--- src/rtl/ffd_arb_pkg.sv ---
// ffd_arb_pkg: shared types and default sizes for the FFD write arbiter.
//   arb_state_t : arbiter FSM states (IDLE, WRITE, CHECK)
//   DEF_NREQ    : default requester count
//   DEF_DW      : default shared register width
//   IDXW        : requester index width for the default requester count
package ffd_arb_pkg;
  localparam int DEF_NREQ = 4;
  localparam int DEF_DW   = 4;
  localparam int IDXW     = $clog2(DEF_NREQ);

  typedef enum logic [1:0] {
    IDLE  = 2'd0,
    WRITE = 2'd1,
    CHECK = 2'd2
  } arb_state_t;
endpackage

--- src/rtl/rr_pick.sv ---
// rr_pick: combinational round-robin priority encoder.
//   req    in  NREQ  request vector
//   rr_ptr in  IW    index holding first priority
//   valid  out 1     any request present
//   winner out IW    first requester at or after rr_ptr, wrapping modulo NREQ
module rr_pick
  import ffd_arb_pkg::*;
#(
  parameter int NREQ = DEF_NREQ,
  parameter int IW   = IDXW
) (
  input  logic [NREQ-1:0] req,
  input  logic [IW-1:0]   rr_ptr,
  output logic            valid,
  output logic [IW-1:0]   winner
);
  // Scan from the farthest offset back to rr_ptr so the closest request wins.
  always_comb begin
    valid  = |req;
    winner = '0;
    for (int k = NREQ - 1; k >= 0; k--) begin
      if (req[(int'(rr_ptr) + k) % NREQ]) winner = IW'((int'(rr_ptr) + k) % NREQ);
    end
  end
endmodule

--- src/rtl/ffd_write_arbiter.sv ---
// ffd_write_arbiter: round-robin arbiter sharing one enable-gated register
// bank among NREQ requesters. Each write: grant + one-cycle enable (WRITE),
// readback cycle (CHECK), then a one-cycle ack.
//   clk    in  1        rising-edge clock
//   reset  in  1        asynchronous active-low reset
//   req    in  NREQ     level write requests
//   wdata  in  NREQ*DW  packed data, requester i at [i*DW +: DW]
//   gnt    out NREQ     registered one-hot grant
//   ack    out NREQ     one-cycle completion pulse
//   err    out 1        pulses with ack when readback retries are exhausted
//   busy   out 1        FSM not IDLE
//   ff_en  out 1        bank enable
//   ff_d   out DW       bank data, registered
//   ff_q   in  DW       bank readback
// Optional: define FFD_ARB_READBACK_CHECK_EN to compare ff_q against ff_d in
// CHECK and rewrite up to MAX_RETRY times before flagging err.
module ffd_write_arbiter
  import ffd_arb_pkg::*;
#(
  parameter int NREQ      = DEF_NREQ,
  parameter int DW        = DEF_DW,
  parameter int MAX_RETRY = 2
) (
  input  logic              clk,
  input  logic              reset,
  input  logic [NREQ-1:0]   req,
  input  logic [NREQ*DW-1:0] wdata,
  output logic [NREQ-1:0]   gnt,
  output logic [NREQ-1:0]   ack,
  output logic              err,
  output logic              busy,
  output logic              ff_en,
  output logic [DW-1:0]     ff_d,
  input  logic [DW-1:0]     ff_q
);
  localparam int IW = $clog2(NREQ);

  arb_state_t      state, state_n;
  logic [IW-1:0]   rr_ptr, rr_ptr_n, win, win_n, pick;
  logic            pick_vld, done;
  logic [NREQ-1:0] gnt_n, ack_n;
  logic            ff_en_n;
  logic [DW-1:0]   ff_d_n;

`ifdef FFD_ARB_READBACK_CHECK_EN
  localparam int RW = (MAX_RETRY > 0) ? $clog2(MAX_RETRY + 1) : 1;
  logic [RW-1:0] retry_cnt, retry_n;
  logic          err_q, err_n;
  assign err = err_q;
`else
  localparam int unused_max_retry = MAX_RETRY;
  logic unused_q;
  assign unused_q = ^ff_q;
  assign err      = 1'b0;
`endif

  rr_pick #(.NREQ(NREQ), .IW(IW)) u_pick (
    .req    (req),
    .rr_ptr (rr_ptr),
    .valid  (pick_vld),
    .winner (pick)
  );

  assign busy = (state != IDLE);

  always_comb begin
    state_n  = state;
    gnt_n    = gnt;
    ack_n    = '0;
    ff_en_n  = ff_en;
    ff_d_n   = ff_d;
    rr_ptr_n = rr_ptr;
    win_n    = win;
    done     = 1'b0;
`ifdef FFD_ARB_READBACK_CHECK_EN
    retry_n  = retry_cnt;
    err_n    = 1'b0;
`endif
    case (state)
      IDLE: begin
        if (pick_vld) begin
          gnt_n       = '0;
          gnt_n[pick] = 1'b1;
          ff_d_n      = wdata[pick*DW +: DW];
          ff_en_n     = 1'b1;
          win_n       = pick;
          state_n     = WRITE;
        end
      end
      WRITE: begin
        ff_en_n = 1'b0;
        state_n = CHECK;
      end
      CHECK: begin
`ifdef FFD_ARB_READBACK_CHECK_EN
        // ff_d still holds the value written, so a rewrite just re-enables.
        if ((ff_q != ff_d) && (retry_cnt < RW'(MAX_RETRY))) begin
          retry_n = retry_cnt + RW'(1);
          ff_en_n = 1'b1;
          state_n = WRITE;
        end else begin
          done  = 1'b1;
          err_n = (ff_q != ff_d);
        end
`else
        done = 1'b1;
`endif
      end
      default: state_n = IDLE;
    endcase

    // Pointer moves only on completion, so a grant alone never rotates priority.
    if (done) begin
      ack_n[win] = 1'b1;
      gnt_n      = '0;
      rr_ptr_n   = (win == IW'(NREQ - 1)) ? '0 : win + IW'(1);
      state_n    = IDLE;
`ifdef FFD_ARB_READBACK_CHECK_EN
      retry_n    = '0;
`endif
    end
  end

  always_ff @(posedge clk or negedge reset) begin
    if (!reset) begin
      state  <= IDLE;
      gnt    <= '0;
      ack    <= '0;
      ff_en  <= 1'b0;
      ff_d   <= '0;
      rr_ptr <= '0;
      win    <= '0;
`ifdef FFD_ARB_READBACK_CHECK_EN
      retry_cnt <= '0;
      err_q     <= 1'b0;
`endif
    end else begin
      state  <= state_n;
      gnt    <= gnt_n;
      ack    <= ack_n;
      ff_en  <= ff_en_n;
      ff_d   <= ff_d_n;
      rr_ptr <= rr_ptr_n;
      win    <= win_n;
`ifdef FFD_ARB_READBACK_CHECK_EN
      retry_cnt <= retry_n;
      err_q     <= err_n;
`endif
    end
  end
endmodule

--- config.mk ---
export PLATFORM = sky130hd
export DESIGN_NAME = ffd_write_arbiter
export DESIGN_NICKNAME = d
export VERILOG_FILES = /design/src/rtl/ffd_arb_pkg.sv /design/src/rtl/rr_pick.sv /design/src/rtl/ffd_write_arbiter.sv
export SDC_FILE = /design/constraint.sdc
export NUM_CORES = 1
export LEC_CHECK = 0
export CELL_PAD_IN_SITES_DETAIL_PLACEMENT = 1
export CELL_PAD_IN_SITES_GLOBAL_PLACEMENT = 2
export CORE_UTILIZATION = 27
export DETAILED_ROUTE_END_ITERATION = 16
export GPL_TIMING_DRIVEN = 0
export PLACE_DENSITY_LB_ADDON = 0.1
export SLEW_MARGIN = 10
export SYNTH_ARGS = -nofsm -noshare
export SYNTH_HDL_FRONTEND = slang
export SYNTH_HIERARCHICAL = 1
export SYNTH_SLANG_ARGS = --single-unit
--- constraint.sdc ---
create_clock -name clk -period 2.67 [get_ports clk]
set_input_delay 0.4005 -clock clk [delete_from_list [all_inputs] [get_ports clk]]
set_output_delay 0.4005 -clock clk [all_outputs]
set_load 0.005 [all_outputs]
==> metrics.txt, run 1 <==
Placeable Area 0.00336 mm²; Period Utilization, post-route 76.8%; Tightest Pin Transition 0.869 ns; Required @ worst endpoint 2.86 ns; Vias/cell 4.44; CTS tree done; adder-cell share of the synthesized area 5.26%; Synth Register Bits 19; drt drc 0; Final Hold Vio Count 0; sequential share of the synthesized area 49.9%; Leak 0.595 nW; post-place setup slack 0.303 ns; # port buffers 35; Clock transition at path regs 0.11 ns; CP Launch Point req[3]; vias in the first global route 697; Detailed Route WL 2050 µm; Simple-Gate Fraction of Synth Area 10.8%; hold crit path type reg2reg; CP Max Fanout 7; H-tree levels 1; Yosys top cell area share 49.9%; drt first-iter violations 11; Root Buffer clkbuf_4; Synth area leader dfrtp_1; Synth Net Count 103; final setup fails 0; xor/xnor share of the synthesized area 0%; initial antenna violation count 0; Syn-to-layout area delta 45.6%; RSZ-0062 raised after global routing no; synth top area cells dfrtp_1, mux4_2, mux2_2, ha_1, a32o_1; syn avg cell area 13.0 µm²; latest clock arrival within the worst-skew pair 0.29 ns; Hold-fix buffers, CTS 0; dpl hpwl 1570 µm; Pre-Repair DR Iteration Count 2; Resized cells post-CTS 0; worst r2r path cells 5; GRT Resource Usage Total 12.2%; largest net degree at the start of global routing 20; max-slew violation count 0; CP Capture Type flop; status completed; Setup Buffers After CTS 0; Syn Inst Count 73; power density over cell area 934 mW/mm²; first-pass GRT wire length 3230 µm; Hold Crit Depth 1; FF-to-FF Start rr_ptr[1]; total number of vias 701; Max-slew headroom 41.9%; Post-synth EDFFs 0; worst vdd ir 0.295 mV; internal reg-to-reg setup slack 0.74 ns; Setup crit start kind input port; Setup Skew 0.00382 ns; FMAX 488 MHz; Die Wd 61.4 µm; Arrival @ worst endpoint 2.24 ns; most frequent cell after synthesis dfrtp_1; minimum clock period 2.05 ns; layout cells sized above 1 17.0%; Synth Area in Compound Gates 8.41%; Die Ht 61.4 µm; num rows 21; Hold EP gnt[2]; Hold Slack 0.509 ns; post-synthesis mux area share 20.1%; post-synth cell types 24; Post-Syn Area 952 µm²; worst setup path class in2reg; worst-case clock buffer depth 2; Final #Nets 143; Sink Count 19; I/O Pins 41; Yosys warning count 6; Layout fillers 400; Overflow after GRT 0; Final Worst Setup Slack 0.620 ns; die footprint 0.00377 mm²; post-route ant nets 0; DR WL/cell 13.0 µm; r2r endpoint ff_d[3]; Synth Flop Type dfrtp_1; Inserted Diodes 0; starting density of the core 28.3%; GP Congestion 0.639; largest family of logic cells by synthesized area multiplexers; cts bufs inserted 3; TNS Setup 0 ns; synth cell count leaders dfrtp_1, inv_1, mux2_2, nor2_1; Max-Cap Viols 0; worst hold start gnt[2]; asr flop ratio synth 100%
cell families after synthesis:
group	count (synthesis)
AND/OR/NAND/NOR	18
other	1
multiplexers	13
flip-flops	19
AO/OA/AOI/OAI	9
buffers and inverters	9
adder cells (fa/ha/maj)	4
final cells by class:
class / count / area, µm² / share of cell area, %
plain buffers: 4 / 30.0 / 2.17
clock buffers: 4 / 26.3 / 1.90
inverters: 5 / 18.8 / 1.35
multi-input cells: 45 / 428 / 30.9
flip-flops and latches: 19 / 475 / 34.3
well taps: 46 / 57.6 / 4.15
repair buffers: 35 / 350 / 25.3
cells in the final DEF, fill, tap and decap left out, drive strengths merged:
| cell | instances |
|---|---|
| clkbuf | 5 |
| o21bai | 2 |
| inv | 5 |
| nand2 | 2 |
| nor2 | 5 |
| clkdlybuf4s50 | 35 |
| buf | 3 |
| a21oi | 1 |
| ha | 4 |
| dfrtp | 19 |
| nor2b | 2 |
| and2 | 4 |
| mux4 | 4 |
| mux2 | 6 |
| nand2b | 2 |
| conb | 1 |
| mux2i | 3 |
| a32o | 4 |
| or2 | 1 |
| nor3b | 2 |
| a211oi | 2 |
per-stage QoR:
| stage | cells | instance area (µm²) | power (mW) | utilization, % |
|---|---|---|---|---|
| finish | 158 | 1390 | 1.29 | 41.2 |
| global route | 158 | 1390 | 1.41 | 41.2 |
| CTS | 158 | 1390 | 1.32 | 41.2 |
| detailed placement | 154 | 1360 | 1.17 | 40.4 |
| global placement | 154 | 1360 | 1.16 | 40.4 |
| floorplan | 73 | 952 | 0.878 | - |
report_power, final:
part           switching, mW  internal [mW]  total (mW)
Clock                 0.0889         0.0581       0.147
Combinational          0.248          0.407       0.655
Sequential            0.0866          0.406       0.492
Total                  0.423          0.871        1.29
layer usage:
layer	part of all wire (%)	track usage, %
met3	3.5	3.15
met2	50	18.0
met5	0	0
met1	46	16.8
met4	0.68	5.71
state kept, by name (all words and copies together) (netlist names):
signal and flops:
gnt 4, ack 4, state 2, rr_ptr 2, ff_en 1, win 2, ff_d 4
worst max-delay path, cell delays in order:
cell             delay (ns)
clkdlybuf4s50_1        0.52
mux2i_1                0.10
a211oi_2               0.26
buf_6                  0.18
mux4_2                 0.50
mux2_2                 0.28
how the worst max path moves through the flow:
| stage | endpoint | slack, ns |
|---|---|---|
| after floorplan | ff_d[0] | 0.88 |
| after global placement | ff_d[3] | 0.29 |
| after detailed placement | ff_d[3] | 0.30 |
| after CTS | ff_d[3] | 0.61 |
| after global routing | ff_d[3] | 0.51 |
| final | ff_d[3] | 0.62 |
(Power assumes the default switching activity.)
==> inputs of run 2 (changes only) <==
CORE_UTILIZATION = 25   (was 27)
clock period = 2.05 ns   (was 2.67 ns; I/O delays follow)
==> metrics.txt, run 2 (synthesis gave the netlist of run 1 again) <==
status completed; Hold EP gnt[3]; CTS tree done; Setup Skew 0.00389 ns (+0.0000742 ns); worst r2r path cells 6 (+1); r2r endpoint ff_d[2]; total number of vias 696 (-0.71%); switching power share of the total 31.6% (-1.1 points); Sink Count 19 (unchanged); worst-case clock buffer depth 2 (unchanged); FMAX 501 MHz; H-tree levels 1 (unchanged); Psw 563 µW (+33%); num rows 22 (+4.8%); Pre-Repair DR Iteration Count 2 (unchanged); GRT Resource Usage Total 11.0% (-1.2 points); FF-to-FF Start rr_ptr[1]; Inserted Diodes 0 (unchanged); drt drc 0 (unchanged); Placeable Area 0.00366 mm² (+8.9%); Final Worst Setup Slack 0.0532 ns (-0.567 ns); Max-Cap Viols 0 (unchanged); CP Max Fanout 5 (-2); # port buffers 35 (unchanged); Hold Crit Depth 1 (unchanged); Overflow after GRT 0 (unchanged); WP buf/inv 2 (unchanged); CP top delay family multiplexers; Required @ worst endpoint 2.19 ns (-0.67 ns); biggest regs ack (4), ff_d (4), gnt (4); GP Congestion 0.655 (+2.4%); final setup fails 0 (unchanged); CP Launch Point req[3]; Clock transition at path regs 0.07 ns (-0.04 ns); layout cells sized above 1 19.3% (+2.3 points); worst setup path class in2reg; max-slew violation count 0 (unchanged); post-route ant nets 0 (unchanged); DR WL/cell 13.0 µm (about the same); die footprint 0.00406 mm² (+7.7%); most frequent cells in the layout clkdlybuf4s50_1, dfrtp_1, inv_1, mux2_2, nor2_1; Die Ht 63.7 µm (+3.8%); hold crit path type reg2reg; Max-slew headroom 41.1% (-0.81 points); slowest cell delay on critical path 0.53 ns (about the same); first-pass GRT wire length 3410 µm (+5.5%); Die Wd 63.7 µm (+3.8%); Int Power 1.22 mW (+40%); commonest non-fill, non-tap cell in the layout clkdlybuf4s50_1; Detailed Route WL 2100 µm (+2.5%); initial antenna violation count 0 (unchanged); Layout fillers 412 (+3.0%); vias in the first global route 702 (+0.72%); Vias/cell 4.30 (-3.2%); I/O Pins 41 (unchanged); worst vdd ir 0.451 mV (+53%); post-place setup slack -0.271 ns (-0.574 ns); post-placement cell count 156 (+1.3%); minimum clock period 2.00 ns; Arrival @ worst endpoint 2.14 ns (-0.10 ns); Setup crit start kind input port; dpl cell area 0.00136 mm² (+0.18%); latest clock arrival within the worst-skew pair 0.25 ns (-0.04 ns); Leak 0.615 nW (+3.5%); Final #Nets 145 (+1.4%); worst hold start gnt[3]; internal reg-to-reg setup slack 0.15 ns (-0.59 ns); starting density of the core 26.0% (-2.3 points); crit path max-delay cell type clkdlybuf4s50_1; power density over cell area 1250 mW/mm² (+34%); cell area after layout 0.00142 mm² (+2.7%); Period Utilization, post-route 97.4%; CP Capture Type flop; cts bufs inserted 3 (unchanged); clock share of power 14.3% (+2.9 points); largest net degree at the start of global routing 20 (unchanged); Root Buffer clkbuf_8; drt first-iter violations 14 (+3); Syn-to-layout area delta 49.5%; Final Hold Vio Count 0 (unchanged); fin cells 162 (+2.5%); sequential fraction of design power 36.0% (-2.0 points); dpl hpwl 1590 µm (+0.83%); worst-path cell chain clkdlybuf4s50_1 -> mux2i_1 -> a211oi_2 -> buf_6 -> mux4_2 -> mux2_2; power share of the combinational group 49.6% (-1.0 points); Tightest Pin Transition 0.881 ns (+0.0121 ns)
-- run 2: cell types whose count changed in the layout (fill, tap and decap cells not counted), sizes merged --
cell / delta
buf: +2
-- run 2: area by class of cell --
type	count	area [µm²]	area share, %
buffer	4	31.3	2.20
clock buffer	4	45.0	3.16
inverter	5	18.8	1.32
multi-input combinational	45	428	30.1
sequential	19	475	33.4
tap	48	60.1	4.22
timing repair buffer	37	365	25.7
-- run 2: power by group through the flow --
| stage | combinational [mW] | sequential, mW | clock (mW) |
|---|---|---|---|
| final | 0.885 | 0.643 | 0.256 |
| after global routing | 0.975 | 0.669 | 0.280 |
| after CTS | 0.900 | 0.646 | 0.263 |
| after detailed placement | 0.883 | 0.651 | 0 |
| after global placement | 0.874 | 0.643 | 0 |
| after floorplan | 0.503 | 0.640 | 0 |
-- run 2: per-stage QoR --
stage	util (%)	power (mW)	setup TNS [ns]	hold WS [ns]
floorplan	-	1.14	0	0.0119
global placement	37.2	1.52	-0.927	0.479
detailed placement	37.2	1.53	-1.04	0.484
CTS	38.7	1.81	0	0.505
global route	38.9	1.92	-0.0000928	0.523
finish	38.9	1.78	0	0.497
-- run 2: layer usage --
layer / up-vias / share of wire, % / track usage (%)
li1: 334 / - / -
met1: 346 / 48 / 15.3
met2: 14 / 47 / 16.9
met3: 2 / 3.4 / 1.81
met4: 0 / 0.81 / 4.26
met5: - / 0 / 0
-- run 2: repair_timing --
| item | CTS | global route |
|---|---|---|
| gates resized for setup | 0 | 2 |
| setup buffers | 1 | 1 |
| hold buffers | 0 | 0 |
| pin swaps | 0 | 1 |
| endpoints found under the setup margin | 2 | 4 |
-- run 2: worst max-delay path by stage --
stage / end / slack [ns] / cells past startpoint
after floorplan: ff_d[0] / 0.26 / 5
after global placement: ff_d[3] / -0.24 / 6
after detailed placement: ff_d[2] / -0.27 / 6
after CTS: ff_d[2] / 0.007 / 6
after global routing: ff_d[3] / -0.00009 / 6
final: ff_d[2] / 0.05 / 6
-- run 2: worst register-to-register path, cell delays in order, from the launching register on --
cell,delay (ns)
dfrtp_1,0.44
nand2b_1,0.13
a21oi_1,0.07
a211oi_2,0.20
buf_6,0.17
mux4_2,0.50
mux2_2,0.27
